==> src/rtl/param_adder_pkg.sv <==
// Shared types and elaboration helpers for the serial adder/subtractor.
// Holds the FSM state encoding, counter sizing and the operand/slice width check.
package param_adder_pkg;

  typedef enum logic [1:0] {
    IDLE = 2'd0,
    CALC = 2'd1,
    DONE = 2'd2
  } state_e;

  // A single-slice instance still needs a 1-bit counter.
  function automatic int cnt_width(input int nslice);
    return (nslice <= 1) ? 1 : $clog2(nslice);
  endfunction

  function automatic bit width_ok(input int width, input int chunk);
    return (chunk > 0) && (width >= chunk) && ((width % chunk) == 0);
  endfunction

endpackage

==> src/rtl/slice_adder.sv <==
// Combinational CHUNK-bit adder with carry in/out.
// One instance is time-shared across all slices of an operation.
module slice_adder #(
  parameter int CHUNK = 8
) (
  input  logic [CHUNK-1:0] a,
  input  logic [CHUNK-1:0] b,
  input  logic             ci,
  output logic [CHUNK-1:0] s,
  output logic             co
);

  assign {co, s} = {1'b0, a} + {1'b0, b} + {{CHUNK{1'b0}}, ci};

endmodule

==> src/rtl/param_serial_adder.sv <==
// Multi-cycle WIDTH-bit adder/subtractor, one CHUNK-bit slice per clock.
// Valid/ready on both sides; result held in DONE until the consumer takes it.
module param_serial_adder
  import param_adder_pkg::*;
#(
  parameter int WIDTH = 32,
  parameter int CHUNK = 8
) (
  input  logic             clk,
  input  logic             rst_n,
  input  logic             in_valid,
  output logic             in_ready,
  input  logic [WIDTH-1:0] a,
  input  logic [WIDTH-1:0] b,
  input  logic             cin,
  input  logic             sub,
  output logic             out_valid,
  input  logic             out_ready,
  output logic [WIDTH-1:0] sum,
  output logic             cout,
  output logic             busy
);

  localparam int NSLICE = WIDTH / CHUNK;
  localparam int CW     = cnt_width(NSLICE);
  localparam logic [CW-1:0] LAST = CW'(NSLICE - 1);

  if (!width_ok(WIDTH, CHUNK)) begin : g_bad_width
    $fatal(1, "param_serial_adder: WIDTH must be a non-zero multiple of CHUNK");
  end

  state_e           state_q;
  logic [CW-1:0]    cnt_q;
  logic             carry_q;
  logic [WIDTH-1:0] a_sh_q, b_sh_q, sum_q;
  logic             cout_q, out_valid_q;

  logic [WIDTH-1:0] a_sh_d, b_sh_d, sum_d;
  logic [CHUNK-1:0] slice_s;
  logic             slice_c;

  slice_adder #(.CHUNK(CHUNK)) u_slice (
    .a  (a_sh_q[CHUNK-1:0]),
    .b  (b_sh_q[CHUNK-1:0]),
    .ci (carry_q),
    .s  (slice_s),
    .co (slice_c)
  );

  assign a_sh_d = a_sh_q >> CHUNK;
  assign b_sh_d = b_sh_q >> CHUNK;

  // New slice enters at the MSB end so the LSB slice lands at bit 0 after NSLICE shifts.
  if (NSLICE == 1) begin : g_one_slice
    assign sum_d = slice_s;
  end else begin : g_multi_slice
    assign sum_d = {slice_s, sum_q[WIDTH-1:CHUNK]};
  end

  always_ff @(posedge clk or negedge rst_n) begin
    if (!rst_n) begin
      state_q     <= IDLE;
      cnt_q       <= '0;
      carry_q     <= 1'b0;
      a_sh_q      <= '0;
      b_sh_q      <= '0;
      sum_q       <= '0;
      cout_q      <= 1'b0;
      out_valid_q <= 1'b0;
    end else begin
      case (state_q)
        IDLE: begin
          if (in_valid) begin
            a_sh_q  <= a;
            b_sh_q  <= sub ? ~b : b;
            carry_q <= sub ^ cin;
            cnt_q   <= '0;
            state_q <= CALC;
          end
        end
        CALC: begin
          carry_q <= slice_c;
          sum_q   <= sum_d;
          a_sh_q  <= a_sh_d;
          b_sh_q  <= b_sh_d;
          cnt_q   <= cnt_q + CW'(1);
          if (cnt_q == LAST) begin
            cout_q      <= slice_c;
            out_valid_q <= 1'b1;
            cnt_q       <= '0;
            state_q     <= DONE;
          end
        end
        DONE: begin
          if (out_ready) begin
            out_valid_q <= 1'b0;
            state_q     <= IDLE;
          end
        end
        default: begin
          out_valid_q <= 1'b0;
          state_q     <= IDLE;
        end
      endcase
    end
  end

  assign in_ready  = (state_q == IDLE);
  assign busy      = (state_q != IDLE);
  assign out_valid = out_valid_q;
  assign sum       = sum_q;
  assign cout      = cout_q;

endmodule

==> config.mk <==
export PLATFORM = sky130hd
export DESIGN_NAME = param_serial_adder
export DESIGN_NICKNAME = d
export VERILOG_FILES = /design/src/rtl/param_adder_pkg.sv /design/src/rtl/slice_adder.sv /design/src/rtl/param_serial_adder.sv
export SDC_FILE = /design/constraint.sdc
export NUM_CORES = 1
export LEC_CHECK = 0
export CAP_MARGIN = 5
export CORE_AREA = 2 2 117 119
export DETAILED_ROUTE_END_ITERATION = 8
export DIE_AREA = 0 0 119 121
export PLACE_DENSITY_LB_ADDON = 0.1
export SLEW_MARGIN = 10
export SYNTH_ARGS = -nofsm -noshare
export SYNTH_HDL_FRONTEND = slang
export SYNTH_SLANG_ARGS = --single-unit
==> constraint.sdc <==
create_clock -name clk -period 5.25 [get_ports clk]
set_clock_uncertainty 0.05 [all_clocks]
set_input_delay 1.05 -clock clk [delete_from_list [all_inputs] [get_ports clk]]
set_output_delay 1.05 -clock clk [all_outputs]
set_load 0.01 [all_outputs]
==> impl_metrics.py <==
metrics = {
    "finish": {
        "utilization_pct": 51.13,
        "insertedDiodeCount": 0,
        "layout-drive-gt1-share_pct": 6.061,
        "syn_to_final_growth_pct": 29.40,
        "fin_nets": 702,
    },
    "sta": {
        "max_slew_margin_pct": 21.54,
        "period_needed_ns": 2.682,
        "worst_slew_pin_slew_ns": 1.174,
        "max_freq_mhz": 372.9,
        "hold_viol_final": 0,
        "grt_setup_unrepaired": "false",
        "tns_ns": 0,
        "slew_violations": 0,
        "setup_viol": 0,
        "period_share_pct": 51.08,
        "timing.hold.ws_ns": 0.4266,
    },
    "logic_synthesis": {
        "synth-async-reset-ratio_pct": 100.0,
        "yosys.area.top_type": "dfrtp_1",
        "ys_ff_latch": 103,
        "synth_top_area_share_pct": 49.85,
        "ys.warnings.count": 0,
        "postSynthAreaPerCell_um2": 9.610,
        "ys_seq_area_share_pct": 49.85,
        "synthCells": 538,
        "syn_area_um2": 5170,
        "synthTopCellsByArea": "dfrtp_1, a22oi_1, nand2_1",
        "ys.flop_type": "dfrtp_1",
        "yosysUniqueCellTypes": 41,
        "syn_nets": 618,
        "synth_edf_count": 0,
    },
    "setup_path": {
        "required_ns": 5.47,
        "end_kind": "register",
        "arrival_ns": 2.90,
        "crit_type": "primary input to register",
        "start_kind": "primary input",
        "path_max_fanout": 30,
    },
    "pwr": {
        "ir_worst_vdd_v": 0.0002433,
        "power_leakage_nw": 2.947,
        "clkPwrFrac_pct": 21.0,
        "comb_power_share_pct": 42.1,
        "p_switching_w": 0.001394,
        "intPower_w": 0.002332,
        "sw_frac_of_total_pct": 37.41,
        "seqPwrFrac_pct": 36.9,
        "pwr_density_cell_nw_per_um2": 557.0,
    },
    "clocking": {
        "cts-root-buf": "clkbuf_16",
        "htreeDepth": 3,
        "cts_tree": "yes",
        "cts.reportedPaths.clkPinSlew_ns": 0.07,
        "clockBufferDepth": 2,
        "post_cts.repair.setup_buffers": 0,
        "clk_latency_ns": 0.35,
        "cts_resized": 0,
        "cts_hold_buffers": 0,
        "numClockSinks": 103,
        "cts_buffers": 9,
    },
    "placed_design": {
        "dp_hpwl_um": 8750,
        "place.gp.congestion": 0.8088,
        "numPortBuffers": 105,
    },
    "hold_path": {
        "hp-class": "register to register",
    },
    "detailed_routing": {
        "viasPerCell": 5.301,
        "dr.pass1.iters": 5,
        "drc": 0,
        "wl_per_cell_um": 16.48,
        "vias": 4257,
        "ant_nets": 0,
        "dr.first_iter.drc_count": 335,
        "totalWireLength_um": 13230,
    },
    "run_status": {
        "status": "finished clean",
    },
    "floorplan": {
        "start_util_pct": 39.51,
        "die_w_um": 119,
        "io_pins": 106,
        "rows": 42,
        "dieHeight_um": 121,
        "dieArea_um2": 14400,
        "core-area_um2": 13090,
    },
    "global_routing": {
        "antenna_found_initial": 0,
        "grt_pass1_vias": 4142,
        "grt_first_pass_wirelength_um": 21900,
        "grt.total_usage_pct": 19.27,
        "grt_overflow_total": 0,
        "grt_max_degree": 70,
    },
    "job": {
        "maxCapViolations": 0,
    },
}
-- per-stage QoR --
step	area, um2	total power [W]	instances	setup slack (ns)
final	6690	0.003726	803	2.568
after global routing	6690	0.004023	803	2.405
after CTS	6690	0.003764	803	2.563
after detailed placement	6340	0.002973	787	2.209
after global placement	6340	0.002924	787	2.254
after floorplan	5170	0.002335	538	2.952
-- Yosys cell counts (8+ instances only) --
cell / instances
o21ai_0: 53
nor2b_1: 50
a21oi_1: 56
ha_1: 8
a22oi_1: 48
buf_2: 15
nand2_1: 84
dfrtp_1: 103
a22o_1: 18
clkbuf_1: 23
xor2_1: 33
-- worst paths after layout --
check                          from          to  slack, ns  cells after the start
max in group asynchronous     rst_n  state_q[1]       3.32                      2
min in group asynchronous     rst_n   a_sh_q[8]       0.78                      1
min reg2reg                  sum[3]      sum[3]       0.43                      2
min                          sum[3]      sum[3]       0.43                      2
max reg2reg                 carry_q        cout       2.77                      6
max                        in_valid     carry_q       2.57                      7
-- kinds of logic after synthesis --
family          Yosys count  share of synthesized area [%]
compound gates          189                          22.87
xor+xnor                 35                          5.929
fa+ha+maj                10                          2.711
buf+inv                  44                          3.557
flops                   103                          49.85
mux                       1                         0.1936
simple gates            156                          14.88
-- state kept, by name, indices dropped and copies added, names as in the netlist --
name / count
carry_q: 1
a_sh_q: 32
cnt_q: 2
sum: 32
out_valid: 1
state_q: 2
cout: 1
b_sh_q: 32
-- final cells by class --
| type | count | area, um2 |
|---|---|---|
| fillers | 1228 | 6395 |
| flip-flops and latches | 103 | 2579 |
| multi-input cells | 391 | 2424 |
| repair buffers | 114 | 1106 |
| clock buffers | 13 | 260.3 |
| well taps | 176 | 220.2 |
| clock inverters | 3 | 90.09 |
| inverters | 3 | 11.26 |
-- layer usage --
layer	share of wire, %	global-route usage, %	wire length, um
met1	48	27.36	6369
met3	3.7	3.665	488
met4	0.88	5.357	116
met5	0	0	0
met2	47	30.21	6255
-- power groups by stage --
stage / Sequential [W] / Combinational [W] / Clock [W]
floorplan: 0.00135 / 0.000981 / 0
global placement: 0.00138 / 0.00154 / 0
detailed placement: 0.00139 / 0.00158 / 0
CTS: 0.00138 / 0.00159 / 0.000798
global route: 0.00142 / 0.00178 / 0.000829
finish: 0.00138 / 0.00157 / 0.000782
-- placed cells by master (no fill, tap or decap), types with 10 or more instances in the layout --
master	n
clkdlybuf4s50_1	102
nor2b_1	48
nand2_1	84
a22o_1	18
o21ai_0	53
a22oi_1	48
buf_4	10
xor2_1	33
dfrtp_1	102
a21oi_1	56
-- critical path, cell delays in order --
cell	delay [ns]
buf_2	0.35
buf_4	0.40
nor3b_2	0.46
buf_4	0.28
a22o_1	0.17
nor3_1	0.05
a21oi_1	0.14
(Power assumes the default switching activity.)
